`src/rtl/seq_multiplier.sv`:
```
// Unsigned shift-and-add multiplier: one ripple-carry add plus a right shift per clock,
// full 2*WIDTH-bit product returned through a valid/ready handshake.

module full_adder #(
    parameter int unsigned WIDTH = 32
) (
    input  logic [WIDTH-1:0] a_i,
    input  logic [WIDTH-1:0] b_i,
    input  logic             cin_i,
    output logic [WIDTH-1:0] sum_o,
    output logic             cout_o
);

    logic [WIDTH:0] carry;

    assign carry[0] = cin_i;

    for (genvar i = 0; i < WIDTH; i++) begin : g_bit
        assign sum_o[i]     = a_i[i] ^ b_i[i] ^ carry[i];
        assign carry[i+1]   = (a_i[i] & b_i[i]) | (carry[i] & (a_i[i] ^ b_i[i]));
    end

    assign cout_o = carry[WIDTH];

endmodule

module seq_multiplier #(
    parameter int unsigned WIDTH = 32
) (
    input  logic               clk,
    input  logic               rst,
    input  logic               in_valid,
    output logic               in_ready,
    input  logic [WIDTH-1:0]   in_a,
    input  logic [WIDTH-1:0]   in_b,
    output logic               out_valid,
    input  logic               out_ready,
    output logic [2*WIDTH-1:0] out_product,
    output logic               busy
);

    localparam int unsigned CntW = $clog2(WIDTH + 1);

    typedef enum logic [1:0] {StIdle, StBusy, StDone} state_e;

    state_e             state_q, state_d;
    logic [WIDTH-1:0]   m_q, m_d;
    logic [2*WIDTH-1:0] acc_q, acc_d;
    logic [CntW-1:0]    cnt_q, cnt_d;

    logic [WIDTH-1:0]   add_b;
    logic [WIDTH-1:0]   add_sum;
    logic               add_cout;

    // Low half of ACC holds the not-yet-consumed multiplier bits; ACC[0] selects the addend.
    assign add_b = acc_q[0] ? m_q : '0;

    full_adder #(
        .WIDTH (WIDTH)
    ) u_adder (
        .a_i    (acc_q[2*WIDTH-1:WIDTH]),
        .b_i    (add_b),
        .cin_i  (1'b0),
        .sum_o  (add_sum),
        .cout_o (add_cout)
    );

    always_comb begin
        state_d   = state_q;
        m_d       = m_q;
        acc_d     = acc_q;
        cnt_d     = cnt_q;
        in_ready  = 1'b0;
        out_valid = 1'b0;
        busy      = 1'b0;

        unique case (state_q)
            StIdle: begin
                in_ready = 1'b1;
                if (in_valid) begin
                    m_d     = in_a;
                    acc_d   = {{WIDTH{1'b0}}, in_b};
                    cnt_d   = '0;
                    state_d = StBusy;
                end
            end
            StBusy: begin
                busy  = 1'b1;
                // Carry-out lands in the top bit so the partial product never loses a bit.
                acc_d = {add_cout, add_sum, acc_q[WIDTH-1:1]};
                cnt_d = cnt_q + CntW'(1);
                if (cnt_q == CntW'(WIDTH - 1)) begin
                    state_d = StDone;
                end
            end
            StDone: begin
                busy      = 1'b1;
                out_valid = 1'b1;
                if (out_ready) begin
                    state_d = StIdle;
                end
            end
            default: begin
                state_d = StIdle;
            end
        endcase
    end

    always_ff @(posedge clk or posedge rst) begin
        if (rst) begin
            state_q <= StIdle;
            m_q     <= '0;
            acc_q   <= '0;
            cnt_q   <= '0;
        end else begin
            state_q <= state_d;
            m_q     <= m_d;
            acc_q   <= acc_d;
            cnt_q   <= cnt_d;
        end
    end

    assign out_product = acc_q;

endmodule
```
`config.mk`:
```
export PLATFORM = sky130hd
export DESIGN_NAME = seq_multiplier
export DESIGN_NICKNAME = d
export VERILOG_FILES = /design/src/rtl/seq_multiplier.sv
export SDC_FILE = /design/constraint.sdc
export NUM_CORES = 1
export LEC_CHECK = 0
export ABC_AREA = 1
export ABC_CLOCK_PERIOD_IN_PS = 33100
export CAP_MARGIN = 20
export CORE_UTILIZATION = 45
export CTS_BUF_LIST = sky130_fd_sc_hd__clkbuf_4 sky130_fd_sc_hd__clkbuf_8
export DETAILED_ROUTE_END_ITERATION = 7
export GPL_TIMING_DRIVEN = 0
export PLACE_DENSITY_LB_ADDON = 0.3
export SLEW_MARGIN = 20
export SYNTH_ARGS = -nofsm -noshare
export SYNTH_HDL_FRONTEND = slang
export SYNTH_SLANG_ARGS = --single-unit
```
`constraint.sdc`:
```
create_clock -name clk -period 33.1 [get_ports clk]
set_clock_uncertainty 0.1 [all_clocks]
set_input_delay 6.62 -clock clk [delete_from_list [all_inputs] [get_ports clk]]
set_output_delay 6.62 -clock clk [all_outputs]
set_load 0.02 [all_outputs]
```
==> results.toml <==
[timing]
final.min_clock_period_ps = 14240
tns_ps = 0
fmax_mhz = 70.2
min_period_over_period = 0.430
tightest_slew_ps = 604
setup_viol = 0
drv_slew = 0
hold_violations = 0
slew_headroom = 0.597
rsz0062_at_grt = "no"

[worst_setup_path]
slowest_delay_ps = 510
worstPathRequired_ps = 33250
crit_path_start_kind = "flip-flop"
worst_path_most_repeated_cell = "fa_1"
reg2regPathDepth = 37
critical-path-slowest-cell = "clkbuf_1"
critPathMaxFanout = 10
crit_path_end_kind = "flip-flop"
arrival_ps = 14380
worstSetupPathType = "flip-flop to flip-flop"

[drt]
wl_met2_mm = 5.99
wirelength_mm = 12.4
vias = 4218
first_pass_iters = 4
drc = 0
vias_per_cell = 4.97
routedWlPerCell_um = 14.6
drtAntennaViolNets = 0
met1_length_mm = 5.49
met3_length_um = 810
top_layer = "met4"
dr.first_iter.drc_count = 241

[yosys]
syn_area_per_cell_sq_um = 9.26
yosysTopAreaCell = "dfrtp_1"
seq_area_frac_synth = 0.504
synth_nets = 662
synth.area.top_cells = "dfrtp_1 50%, nand2_1 14%, fa_1 12%"
synth.distinct_cells = 22
netlist_area_sq_um = 5160
yosys_warnings = 0
synthCells = 558
synth_seq_cells = 104
synth_top_cell_area_share = 0.504

[global_routing]
grt_max_degree = 69
grt_pass1_vias = 4308
overflow = 0
grt_usage = 0.222
antenna_found_initial = 0
grt_pass1_wl_mm = 20.3

[die]
initial_core_util = 0.468
die_y_um = 109
die_area_sq_um = 11900
die_w_um = 109
core_sq_um = 11000
ios = 135
rows = 38

[worst_hold_path]
whs_path_depth = 2
hold_path.class = "flip-flop to flip-flop"

[outcome]
outcome = "completed"

[finish]
syn_to_final_growth_pct = 33.5
diodes = 0
layout.nets = 808
fin_area_sq_um = 6900
utilization = 0.625
fillers = 969
drive_gt1_frac = 0.0578

[placement]
io_buffers = 134
placed_cell_area_sq_um = 6710
globalplace.congestion = 0.812
dpl.hpwl_mm = 9.31

[flow_run]
max_cap_violations = 0

[clock_network]
cts_buffers = 9
cts_root_buf = "clkbuf_8"
cts_sinks = 104
cts_resized = 0
clock_latency_ps = 360
cts_max_level = 3
cts_tree = "built"
hold_buffers = 0
clkTransAtPathRegs_ps = 100
cts_setup_buffers = 0
cts_buffer_depth = 2

[power_and_ir_drop]
peakVddDrop_uv = 44.9
p_leak_nw = 3.06
cellPowerDensity_nw_per_um2 = 94.5
==> cell families after synthesis <==
family,count (synthesis),synth area share
AND/OR/NAND/NOR,205,0.156
buffers and inverters,112,0.0884
flip-flops,104,0.504
AO/OA/AOI/OAI,101,0.120
adder cells (fa/ha/maj),36,0.132
==> power breakdown <==
part	internal [mW]	switching, mW	total (mW)
clock	0.0314	0.0436	0.0750
sequential	0.185	0.0339	0.219
combinational	0.147	0.211	0.358
total	0.363	0.289	0.652
==> worst paths after layout <==
check / slack [ps] / startpoint / to
max reg2reg: 18860 / out_product[0] / out_product[62]
min reg2reg: 390 / m_q[5] / m_q[5]
min: 390 / m_q[5] / m_q[5]
min in group asynchronous: 6510 / rst / out_product[23]
max: 18860 / out_product[0] / out_product[62]
max in group asynchronous: 25730 / rst / m_q[20]
==> worst max-delay path: cells and delay by family (launching register included) <==
| kind | cells | cell delay, ps |
|---|---|---|
| flops | 1 | 360 |
| simple gates | 3 | 310 |
| buf+inv | 3 | 830 |
| fa+ha+maj | 31 | 12550 |
==> cells in the mapped netlist <==
cell type	number
o21ai_1	1
fa_1	31
nand2_2	1
nor2_1	4
buf_2	14
buf_6	2
nand3_2	1
nand2_1	186
buf_4	1
o22ai_1	28
nand3_1	9
or2_2	1
clkbuf_1	14
nand4_1	2
o21ai_0	38
dfrtp_1	104
nand2_4	1
inv_1	79
inv_2	2
ha_1	5
a21oi_1	3
o211ai_1	31
==> metrics by stage <==
| step | total power, mW | setup slack [ps] | instances | hold slack, ps |
|---|---|---|---|---|
| after floorplan | 0.438 | 19640 | 558 | 349 |
| after global placement | 0.568 | 19100 | 832 | 366 |
| after detailed placement | 0.581 | 18880 | 833 | 365 |
| after CTS | 0.657 | 18830 | 849 | 390 |
| after global routing | 0.706 | 18260 | 849 | 408 |
| final | 0.652 | 18860 | 849 | 388 |
==> cell type report <==
| cell class | instances | area (sq um) | share of cell area |
|---|---|---|---|
| timing repair buffer | 135 | 1370 | 0.199 |
| clock inverter | 4 | 28.8 | 0.00417 |
| sequential | 104 | 2600 | 0.377 |
| buffer | 31 | 153 | 0.0221 |
| multi-input combinational | 342 | 2110 | 0.305 |
| inverter | 81 | 309 | 0.0448 |
| tap | 140 | 175 | 0.0254 |
| clock buffer | 12 | 153 | 0.0221 |
==> layer usage <==
metal,up-vias,global-route usage
met1,2005,0.301
met3,14,0.0317
met5,-,0
li1,2050,-
met2,149,0.375
met4,0,0.0598
==> placed cells by master (no fill, tap or decap), types with 3 or more instances in the layout <==
master / count
a21oi_1: 3
buf_2: 14
clkbuf_1: 14
clkbuf_8: 10
clkdlybuf4s50_1: 134
dfrtp_1: 104
fa_1: 31
ha_1: 5
inv_1: 78
nand2_1: 186
nand3_1: 9
nor2_1: 4
o211ai_1: 31
o21ai_0: 38
o22ai_1: 28
==> state kept, by name, summed over array words and instances (netlist names) <==
register,flops
out_product,64
cnt_q,6
m_q,32
state_q,2
Note: power is estimated with default switching activity, not from simulation.
